[src/rtl/seq_pattern_bank.sv]
// seq_pattern_bank: a parametrised step-sequencer pattern store.
// It holds NUM_BANKS patterns. Each pattern is NUM_STEPS rows of NUM_CHANNELS
// trigger bits. The block supports:
//   - toggle editing of single rows,
//   - a clear that wipes one bank a row at a time while busy is high,
//   - tick-driven playback with a step counter.
// A bank switch requested during playback waits until the step counter
// wraps to 0, so a pattern always plays through to its end.
module seq_pattern_bank #(
  parameter int NUM_STEPS    = 8,
  parameter int NUM_CHANNELS = 4,
  parameter int NUM_BANKS    = 2,
  localparam int BW = (NUM_BANKS > 1) ? $clog2(NUM_BANKS) : 1,
  localparam int SW = (NUM_STEPS > 1) ? $clog2(NUM_STEPS) : 1
) (
  input  logic                              clk,
  input  logic                              rst,
  input  logic [1:0]                        mode,
  input  logic [BW-1:0]                     bank_sel,
  input  logic [SW-1:0]                     edit_step,
  input  logic [NUM_CHANNELS-1:0]           tgl,
  input  logic                              clr_req,
  input  logic                              beat_tick,
  output logic                              busy,
  output logic [SW-1:0]                     play_step,
  output logic [NUM_CHANNELS-1:0]           play_smpl,
  output logic [BW-1:0]                     active_bank,
  output logic [NUM_STEPS*NUM_CHANNELS-1:0] seq_flat
);

  localparam logic [1:0]    MODE_EDIT = 2'd0;
  localparam logic [1:0]    MODE_PLAY = 2'd1;

  localparam logic [0:0]    ST_IDLE   = 1'b0;
  localparam logic [0:0]    ST_CLEAR  = 1'b1;

  localparam logic [SW-1:0] LAST_STEP = SW'(NUM_STEPS - 1);

  // Pattern storage, indexed as [bank][step].
  logic [NUM_CHANNELS-1:0] pattern [NUM_BANKS][NUM_STEPS];

  // Clear sequencer state.
  logic [0:0]    state;
  logic [BW-1:0] clr_bank;
  logic [SW-1:0] clr_idx;

  // Playback state.
  logic          play_q;      // mode was PLAY in the previous cycle
  logic          pend_valid;  // a bank switch is waiting for the wrap
  logic [BW-1:0] pend_bank;

  // Decoded controls.
  logic          bank_ok;
  logic          step_ok;
  logic          clr_start;
  logic          edit_en;
  logic          in_play;
  logic          enter_play;
  logic          advance;
  logic          wrap_switch;
  logic [SW-1:0] nxt_step;
  logic [BW-1:0] cur_bank;

  assign busy = (state == ST_CLEAR);

  // Decode which request (if any) is accepted this cycle.
  always_comb begin
    bank_ok   = (int'(bank_sel) < NUM_BANKS);
    step_ok   = (int'(edit_step) < NUM_STEPS);
    clr_start = (state == ST_IDLE) && clr_req && bank_ok;
    // A clear request wins over a toggle issued in the same cycle.
    edit_en   = (state == ST_IDLE) && (mode == MODE_EDIT) && bank_ok && step_ok
                && !clr_req;
  end

  // Work out the next playback step and the bank used for that step.
  always_comb begin
    in_play     = (mode == MODE_PLAY);
    enter_play  = in_play && !play_q;
    advance     = in_play && play_q && beat_tick;
    nxt_step    = (play_step == LAST_STEP) ? '0 : play_step + 1'b1;
    // A pending switch takes effect only when the step counter wraps to 0.
    wrap_switch = advance && (nxt_step == '0) && pend_valid;
    cur_bank    = wrap_switch ? pend_bank : active_bank;
  end

  // Present every row of the selected bank. A bank number that does not
  // exist reads as 0.
  always_comb begin
    // NOTE: assign a default at the top of always_comb so that every path
    // drives seq_flat. Without it, synthesis infers a latch.
    seq_flat = '0;
    if (bank_ok) begin
      for (int s = 0; s < NUM_STEPS; s++) begin
        seq_flat[s*NUM_CHANNELS +: NUM_CHANNELS] = pattern[bank_sel][s];
      end
    end
  end

  // Clear sequencer: wipe one row per cycle, then return to idle.
  always_ff @(posedge clk) begin
    if (rst) begin
      // NOTE: sequential state uses non-blocking assignments, so every flop
      // samples the values from before the clock edge.
      state    <= ST_IDLE;
      clr_bank <= '0;
      clr_idx  <= '0;
    end else begin
      case (state)
        ST_IDLE: begin
          if (clr_start) begin
            state    <= ST_CLEAR;
            clr_bank <= bank_sel;
            clr_idx  <= '0;
          end
        end
        ST_CLEAR: begin
          if (clr_idx == LAST_STEP) begin
            state <= ST_IDLE;
          end else begin
            clr_idx <= clr_idx + 1'b1;
          end
        end
        default: state <= ST_IDLE;
      endcase
    end
  end

  // Pattern store writes: reset wipe, clear-row wipe, or toggle edit.
  always_ff @(posedge clk) begin
    if (rst) begin
      // NOTE: the array is reset on purpose. A pattern must come out of reset
      // silent, so we pay for a reset on each storage bit. This also means
      // the array cannot map onto a RAM macro.
      for (int b = 0; b < NUM_BANKS; b++) begin
        for (int s = 0; s < NUM_STEPS; s++) begin
          pattern[b][s] <= '0;
        end
      end
    end else if (state == ST_CLEAR) begin
      pattern[clr_bank][clr_idx] <= '0;
    end else if (edit_en) begin
      pattern[bank_sel][edit_step] <= pattern[bank_sel][edit_step] ^ tgl;
    end
  end

  // Playback: step counter, registered sample row, active and pending bank.
  always_ff @(posedge clk) begin
    if (rst) begin
      play_q      <= 1'b0;
      play_step   <= '0;
      play_smpl   <= '0;
      active_bank <= '0;
      pend_valid  <= 1'b0;
      pend_bank   <= '0;
    end else begin
      play_q <= in_play;
      if (in_play) begin
        if (enter_play) begin
          // Step 0 sounds as soon as playback starts, without waiting for a
          // tick.
          play_step <= '0;
          play_smpl <= pattern[active_bank][0];
        end else if (advance) begin
          play_step   <= nxt_step;
          play_smpl   <= pattern[cur_bank][nxt_step];
          active_bank <= cur_bank;
        end
        // The most recent request wins. If bank_sel moves back to the bank
        // that will play, the pending switch is cancelled.
        if (bank_ok && (bank_sel != cur_bank)) begin
          pend_valid <= 1'b1;
          pend_bank  <= bank_sel;
        end else begin
          pend_valid <= 1'b0;
        end
      end else begin
        play_step  <= '0;
        play_smpl  <= '0;
        pend_valid <= 1'b0;
        if (bank_ok) begin
          active_bank <= bank_sel;
        end
      end
    end
  end

endmodule

[config.mk]
export PLATFORM = sky130hd
export DESIGN_NAME = seq_pattern_bank
export DESIGN_NICKNAME = d
export VERILOG_FILES = /design/src/rtl/seq_pattern_bank.sv
export SDC_FILE = /design/constraint.sdc
export NUM_CORES = 1
export LEC_CHECK = 0
export ABC_AREA = 1
export BUFFER_PORTS_ARGS = -buffer_cell sky130_fd_sc_hd__buf_2
export CAP_MARGIN = 20
export CORE_ASPECT_RATIO = 0.9
export CORE_MARGIN = 2
export CORE_UTILIZATION = 53
export DETAILED_ROUTE_END_ITERATION = 6
export PLACE_DENSITY = 0.76
export SETUP_SLACK_MARGIN = 0.5
export SYNTH_ARGS = -nofsm -noshare
export SYNTH_HDL_FRONTEND = slang
export SYNTH_SLANG_ARGS = --single-unit
[constraint.sdc]
create_clock -name clk -period 2.1 [get_ports clk]
set_clock_uncertainty 0.2 [all_clocks]
set_input_delay 0.105 -clock clk [delete_from_list [all_inputs] [get_ports clk]]
set_output_delay 0.105 -clock clk [all_outputs]
set_load 0.01 [all_outputs]
==> impl_metrics.env, run 1 <==
export IMPL_fillerInstances=370
export IMPL_die_w_um=104
export IMPL_vias_per_cell=6.64
export IMPL_synth_simple_area_share_pct=29.9
export IMPL_setup_viol=72
export IMPL_dp_hpwl_um=12000
export IMPL_violations="DRC, hold timing, setup timing"
export IMPL_fin_crit_ns=2.44
export IMPL_num_antenna_cells=0
export IMPL_die_h_um=93.7
export IMPL_synthArstFlopShare_pct=0
export IMPL_hold_viol_final=1
export IMPL_tightestPinTransition_ns=0.661
export IMPL_slew_viol_final=0
export IMPL_drt_iter0_drc=1024
export IMPL_num_vias=5870
export IMPL_fmax_mhz=410
export IMPL_drt_pre_antenna_iters=7
export IMPL_synth_mux_area_share_pct=0
export IMPL_cts_buffers=9
export IMPL_cts_tree="done"
export IMPL_detail_route_antenna_nets=0
export IMPL_setup_slack_ns=-0.337
export IMPL_layout_drive_gt1_share_pct=49.8
export IMPL_grt_pass1_wl_um=29600
export IMPL_netlist_cell_type_count=32
export IMPL_p_leak_uw=0.00312
export IMPL_synthFlopType="edfxtp_1"
export IMPL_vdd_drop_max_mv=0.370
export IMPL_fin_crit_sh_pct=116
export IMPL_p_per_area_nw_per_um2=554
export IMPL_path_buf_inv=2
export IMPL_avgSynthCellArea_um2=7.86
export IMPL_yosys_warnings=0
export IMPL_post_route_drc_count=31
export IMPL_antenna_found_initial=0
export IMPL_synth_edf_count=64
export IMPL_startpoint_type="flip-flop"
export IMPL_synthAdderAreaFrac_pct=1.06
export IMPL_relSlewSlack_pct=56.0
export IMPL_dpl_worst_slack_ns=-0.197
export IMPL_clk_pin_slew_ns=0.12
export IMPL_first_global_vias=5259
export IMPL_crit_family="compound AO/OA/AOI/OAI gates"
export IMPL_rsz0062_at_grt="yes"
export IMPL_use_met2_pct=69.3
export IMPL_grt_max_degree=47
export IMPL_port_buffers=54
export IMPL_grt_overflow_total=0
export IMPL_cpPeakStageDelay_ns=0.49
export IMPL_wl_um=23300
export IMPL_fp_coreArea_um2=8610
export IMPL_h_tree_depth=3
export IMPL_cp_slowest_cell="edfxtp_1"
export IMPL_total_power_uw=4190
export IMPL_crit_path_end_kind="flip-flop"
export IMPL_syn_area_um2=4730
export IMPL_min_path_type="input pin to flip-flop"
export IMPL_ios=55
export IMPL_row_count=32
export IMPL_synth_seq_area_share_pct=47.8
export IMPL_synth_compound_area_share_pct=10.8
export IMPL_holdWs_ns=-0.00349
export IMPL_path_cells="inv_2 -> o21ai_4 -> a22o_1 -> a221oi_2 -> nand3b_1 -> nand3_4 -> inv_6"
export IMPL_grt_busiest_layer="met2"
export IMPL_syn_inst=602
export IMPL_outcome="complete, but fails checks"
export IMPL_track_usage_pct=40.9
export IMPL_wl_per_cell_um=26.4
export IMPL_use_met1_pct=48.9
export IMPL_area_growth_pct=59.8
export IMPL_synth_top_family_by_area="simple AND/OR/NAND/NOR gates"
export IMPL_cap_violations=0
export IMPL_syn_nets=620
export IMPL_die_area_um2=9710
export IMPL_routabilityCongestion=0.942
export IMPL_critPathArrivalTime_ns=2.35
export IMPL_final_nets=778
export IMPL_path_class="flip-flop to flip-flop"
export IMPL_clk_path_buf_depth=2
export IMPL_cts_root_buf="clkbuf_8"
export IMPL_synth_xor_area_share_pct=0
export IMPL_start_util_pct=55.0
export IMPL_crit_required_ns=2.01
export IMPL_clkLatencyLatePin_ns=0.38
export IMPL_clock_sinks=81
export IMPL_grt_util_met3_pct=8.11
export IMPL_synth_seq_cells=81
export IMPL_crit_fanout=7
-- metrics by stage --
stage	cell area, um^2	cells	util [%]	setup TNS, ns
finish	7560	884	87.9	-13.14
global route	7560	884	87.9	-13.90
CTS	7070	868	82.1	-0.355
detailed placement	5880	811	68.4	-3.75
global placement	5880	811	68.4	-2.80
floorplan	5160	602	-	-0.398
-- worst reg2reg max path, cell delays in order, from the launching register on --
cell	delay, ns
edfxtp_1	0.49
inv_2	0.13
o21ai_4	0.08
a22o_1	0.25
a221oi_2	0.34
nand3b_1	0.32
nand3_4	0.27
inv_6	0.09
-- layer usage --
| layer | up-vias | share of wire (%) |
|---|---|---|
| li1 | 2317 | - |
| met1 | 2657 | 32 |
| met2 | 655 | 43 |
| met3 | 241 | 15 |
| met4 | 0 | 10 |
| met5 | - | 0 |
-- where the power goes --
group	internal (uW)	total (uW)	switching (uW)	leakage (uW)
logic	412	1100	684	0.00223
clock network	466	1220	754	0.0000931
registers	1810	1880	63.7	0.000800
total	2690	4190	1500	0.00312
-- flip-flops by register name (all words and copies together), names as in the netlist, named ones only --
register,cells
clr_bank,1
pend_bank,1
busy,1
play_step,3
pattern,64
clr_idx,3
pend_valid,1
play_q,1
active_bank,1
play_smpl,4
-- placed cells by master (no fill, tap or decap), drive strengths merged --
cell type	instances
clkinvlp	3
inv	96
nand2	160
a22o	2
nor3	8
o21ai	35
a32o	1
a211oi	3
o22ai	1
ha	4
a221oi	3
buf	164
nor2	62
dfxtp	17
nand4	4
a21oi	32
clkbuf	9
a22oi	9
clkinv	2
dlygate4sd3	3
nand3b	1
or2	4
nand3	78
edfxtp	64
-- cell type report --
type                            instances  area, um^2  share of cell area [%]
Multi-Input combinational cell        407        3100                    41.0
Inverter                               94         399                    5.28
Tap cell                              119         149                    1.97
Clock buffer                            9         124                    1.64
Sequential cell                        81        2270                    30.0
Timing Repair Buffer                  167        1450                    19.1
Clock inverter                          7        71.3                   0.943
-- synth_stat cells (6+ instances only) --
| master | n | area [um^2] |
|---|---|---|
| nand2_1 | 153 | 574 |
| inv_1 | 86 | 323 |
| nand3_1 | 69 | 345 |
| edfxtp_1 | 64 | 1920 |
| nor2_1 | 60 | 225 |
| a21oi_1 | 32 | 160 |
| o21ai_0 | 25 | 125 |
| dfxtp_1 | 17 | 340 |
| buf_2 | 10 | 50.1 |
| o21ai_1 | 10 | 50.1 |
| a22oi_1 | 9 | 67.6 |
| clkbuf_1 | 7 | 26.3 |
| inv_2 | 7 | 26.3 |
| nor3_2 | 7 | 70.1 |
| nand3_2 | 6 | 60.1 |
-- logic make-up (layout without fill, tap and decap cells) --
kind of cell	count (synthesis)	in the layout
DFF	81	81
AOI/OAI and AO/OA	86	86
buffers and inverters	117	277
adders and majority gates	4	4
and+or+nand+nor	314	317
-- worst paths after layout --
kind,start,endpoint,slack (ns),depth (start not counted)
worst max-delay path,pattern[0][22],pattern[1][14],-0.34,7
worst min-delay path,beat_tick,play_step[2],-0.003,5
worst max register to register,pattern[0][22],pattern[1][14],-0.34,7
worst min register to register,play_smpl[3],play_smpl[3],0.29,2
-- what timing repair did --
action,4_1_cts,5_1_grt
setup buffers,32,15
endpoints found under the hold margin,8,0
endpoints found under the setup margin,144,152
cloned,6,1
pin swaps,38,31
hold buffers,3,0
gates resized for setup,140,94
Power figures use the tool's default switching activity.
==> run 2, diff against run 1 <==
--- a/config.mk
+++ b/config.mk
@@ -12,7 +12,7 @@
 export CORE_MARGIN = 2
 export CORE_UTILIZATION = 53
 export DETAILED_ROUTE_END_ITERATION = 6
-export PLACE_DENSITY = 0.76
+export PLACE_DENSITY_LB_ADDON = 0.3
 export SETUP_SLACK_MARGIN = 0.5
 export SYNTH_ARGS = -nofsm -noshare
 export SYNTH_HDL_FRONTEND = slang
==> constraint.sdc (replaced) <==
create_clock -name clk -period 2.1 [get_ports clk]
set_clock_uncertainty 0.2 [all_clocks]
set_input_delay 0.21 -clock clk [delete_from_list [all_inputs] [get_ports clk]]
set_output_delay 0.21 -clock clk [all_outputs]
set_load 0.01 [all_outputs]
==> run 2 against run 1 <==
  * The flow now stops in 5_1_grt
  * Area after synthesis unchanged
  * Synthesized cell count stayed put
==> impl_metrics.env, run 2 <==
export IMPL_cts_root_buf="clkbuf_8"
export IMPL_cts_buffers=9
export IMPL_syn_area_um2=4730
export IMPL_synth_common_cells="nand2_1, inv_1, nand3_1, edfxtp_1, nor2_1"
export IMPL_worst_endpoint="play_smpl[2]$_SDFFE_PP0P_/D"
export IMPL_ios=55
export IMPL_yosysTopAreaCell="edfxtp_1"
export IMPL_placed_area_um2=6140
export IMPL_port_buffers=54
export IMPL_netlist_cell_type_count=32
export IMPL_yosysMostFrequentCell="nand2_1"
export IMPL_routabilityCongestion=0.901
export IMPL_worst_endpoint_kind="register data pin"
export IMPL_row_count=32
export IMPL_toolErrorMsg="[ERROR DPL-0038] Utilization greater than 100%, impossible to legalize"
export IMPL_clock_sinks=81
export IMPL_grt_max_degree=26
export IMPL_start_util_pct=55.0
export IMPL_yosys_warnings=0
export IMPL_flow_stopped_at="5_1_grt"
export IMPL_h_tree_depth=3
export IMPL_synth_seq_area_share_pct=47.8
export IMPL_synthArstFlopShare_pct=0
export IMPL_synthTopCellsByArea="edfxtp_1, nand2_1, nand3_1"
export IMPL_die_h_um=93.7
export IMPL_synth_seq_cells=81
export IMPL_synthFlopType="edfxtp_1"
export IMPL_yosysTopAreaCellShare_pct=40.6
export IMPL_syn_inst=602
export IMPL_die_w_um=104
export IMPL_dp_hpwl_um=12100
export IMPL_clk_path_buf_depth=2
export IMPL_cts_hold_buf=0
export IMPL_outcome="did not finish"
export IMPL_synth_edf_count=64
export IMPL_syn_nets=620
export IMPL_avgSynthCellArea_um2=7.86
[run 2: cell counts after synthesis]
Identical to the previous run, type by type.
[run 2: cells by family after synthesis]
family | after synthesis | synth area share (%)
fa+ha+maj | 4 | 1.06
buf+inv | 117 | 10.4
compound gates | 86 | 10.8
simple gates | 314 | 29.9
flops | 81 | 47.8
[run 2: per-stage QoR]
step | hold WS [ns] | worst slack [ns] | std cells
after detailed placement | 0.256 | -0.257 | 829
after floorplan | 0.237 | -0.100 | 602
after global placement | 0.261 | -0.229 | 829
after CTS | 0.000517 | -0.136 | 897
[run 2: repair_timing]
action,CTS
pin swaps,48
setup endpoints to repair,159
cloned,7
gates resized for setup,177
buffers inserted,45
==> run 3, diff against run 2 <==
--- a/config.mk
+++ b/config.mk
@@ -8,12 +8,10 @@
 export ABC_AREA = 1
 export BUFFER_PORTS_ARGS = -buffer_cell sky130_fd_sc_hd__buf_2
 export CAP_MARGIN = 20
-export CORE_ASPECT_RATIO = 0.9
 export CORE_MARGIN = 2
-export CORE_UTILIZATION = 53
+export CORE_UTILIZATION = 40
 export DETAILED_ROUTE_END_ITERATION = 6
-export PLACE_DENSITY_LB_ADDON = 0.3
-export SETUP_SLACK_MARGIN = 0.5
+export PLACE_DENSITY_LB_ADDON = 0.15
 export SYNTH_ARGS = -nofsm -noshare
 export SYNTH_HDL_FRONTEND = slang
 export SYNTH_SLANG_ARGS = --single-unit
==> constraint.sdc (replaced) <==
create_clock -name clk -period 2.7 [get_ports clk]
set_clock_uncertainty 0.2 [all_clocks]
set_input_delay 0.27 -clock clk [delete_from_list [all_inputs] [get_ports clk]]
set_output_delay 0.27 -clock clk [all_outputs]
set_load 0.01 [all_outputs]
==> run 3 against run 2 <==
  * The run now ends clean
==> impl_metrics.env, run 3 (synthesized netlist as in run 1, its figures left out) <==
export IMPL_outcome="finished clean"
export IMPL_wl_per_cell_um=18.5
export IMPL_die_w_um=113
export IMPL_port_buffers=54
export IMPL_clk_path_buf_depth=2
export IMPL_vdd_drop_max_mv=0.378
export IMPL_relSlewSlack_pct=57.6
export IMPL_drt_pre_antenna_iters=5
export IMPL_setup_slack_ns=0.275
export IMPL_drt_iter0_drc=498
export IMPL_fin_crit_ns=2.43
export IMPL_ios=55
export IMPL_cap_violations=0
export IMPL_crit_fanout=30
export IMPL_r2r_cells=15
export IMPL_path_class="flip-flop to flip-flop"
export IMPL_r2r_start="play_step[0]"
export IMPL_vias_per_cell=5.45
export IMPL_use_met2_pct=36.8
export IMPL_cts_buffers=9
export IMPL_rsz0062_at_grt="no"
export IMPL_fillerInstances=1114
export IMPL_first_global_vias=4161
export IMPL_die_area_um2=12700
export IMPL_min_path_type="input pin to flip-flop"
export IMPL_worstHoldStart="clr_req"
export IMPL_routabilityCongestion=0.899
export IMPL_r2r_slack_ns=0.27
export IMPL_mostFrequentLayoutCells="nand2_1, inv_1, nand3_1, edfxtp_1, nor2_1"
export IMPL_setup_viol=0
export IMPL_clk_pin_slew_ns=0.06
export IMPL_start_util_pct=41.3
export IMPL_clock_sinks=81
export IMPL_fin_crit_sh_pct=89.8
export IMPL_row_count=39
export IMPL_min_to="clr_bank"
export IMPL_grt_busiest_layer="met2"
export IMPL_wl_um=15100
export IMPL_area_growth_pct=17.5
export IMPL_track_usage_pct=24.0
export IMPL_fmax_mhz=412
export IMPL_num_antenna_cells=0
export IMPL_regMostFlops="pattern"
export IMPL_h_tree_depth=3
export IMPL_p_leak_uw=0.00247
export IMPL_total_power_uw=3020
export IMPL_cts_tree="done"
export IMPL_multi_input_area_um2=2030
export IMPL_reg_top3="pattern: 64 flops, play_smpl: 4 flops"
export IMPL_grt_max_degree=35
export IMPL_dp_hpwl_um=11400
export IMPL_tightestPinTransition_ns=0.632
export IMPL_die_h_um=113
export IMPL_holdPathStages=4
export IMPL_cts_root_buf="clkbuf_16"
export IMPL_antenna_found_initial=0
export IMPL_num_vias=4439
export IMPL_slew_viol_final=0
export IMPL_post_route_drc_count=0
export IMPL_grt_overflow_total=0
export IMPL_layout_commonest_cell="nand2_1"
export IMPL_startpoint_type="flip-flop"
export IMPL_ff_latch_area_um2=2260
export IMPL_hold_viol_final=0
export IMPL_final_nets=685
export IMPL_crit_required_ns=2.75
export IMPL_final_core_util_pct=48.5
export IMPL_largest_reg_flops=64
export IMPL_clkLatencyLatePin_ns=0.36
export IMPL_critPathArrivalTime_ns=2.47
export IMPL_dpl_worst_slack_ns=0.00652
export IMPL_grt_pass1_wl_um=23100
export IMPL_r2r_end="play_smpl[1]"
export IMPL_detail_route_antenna_nets=0
export IMPL_grt_util_met3_pct=6.37
export IMPL_p_per_area_nw_per_um2=544
export IMPL_setup_tns_ns=0
export IMPL_layout_drive_gt1_share_pct=18.9
export IMPL_crit_path_end_kind="flip-flop"
export IMPL_use_met1_pct=32.6
export IMPL_fp_coreArea_um2=11500
run 3: per-stage QoR:
stage          instances  area (um^2)  hold slack [ns]
2_1_floorplan        602         4730            0.254
3_3_place_gp         798         5250            0.257
3_5_place_dp         798         5250            0.254
4_1_cts              814         5510           0.0933
5_1_grt              815         5560            0.145
6_report             815         5560           0.0995
run 3: how the worst max path moves through the flow:
stage | from | endpoint
CTS | play_step[0] | play_smpl[3]
detailed placement | bank_sel | pattern[1][8]
global route | play_step[1] | play_smpl[3]
floorplan | play_step[0] | play_smpl[0]
finish | play_step[0] | play_smpl[1]
global placement | bank_sel | pattern[1][8]
run 3: layout make-up:
type,instances,area share [%]
clock buffer,10,4.12
clock inverter,6,0.630
inverter,94,6.43
multi-input combinational,405,36.4
sequential,81,40.7
tap,143,3.22
timing repair buffer,76,8.50
run 3: routing by layer:
metal,wire length [um],share of wire [%]
met5,0,0
met4,389,2.6
met2,6780,45
met3,1380,9.2
met1,6500,43
run 3: repair_timing:
action                     CTS  global route
hold buffers                 0             0
resized for setup            0             5
buffers inserted             0             0
hold endpoints to repair     0             0
setup endpoints to repair    0             4
run 3: where the power goes:
group	total [uW]	switching (uW)	leakage (uW)	internal, uW
Clock	1130	516	0.000130	616
Combinational	447	308	0.00154	139
Sequential	1450	34.1	0.000797	1410
Total	3020	857	0.00247	2170
run 3: worst max-delay path, stage by stage (launching register included):
cell and delay [ns]:
dfxtp_1 0.31, ha_1 0.22, ha_4 0.23, clkinv_4 0.09, nand2_2 0.07, nor2_2 0.18
nand3_1 0.11, nand2_1 0.13, buf_12 0.19, nand2_1 0.07, nand3_1 0.09, nand3_1 0.11
nand3_1 0.10, nand3_1 0.09, nand2_1 0.07, a21oi_1 0.05
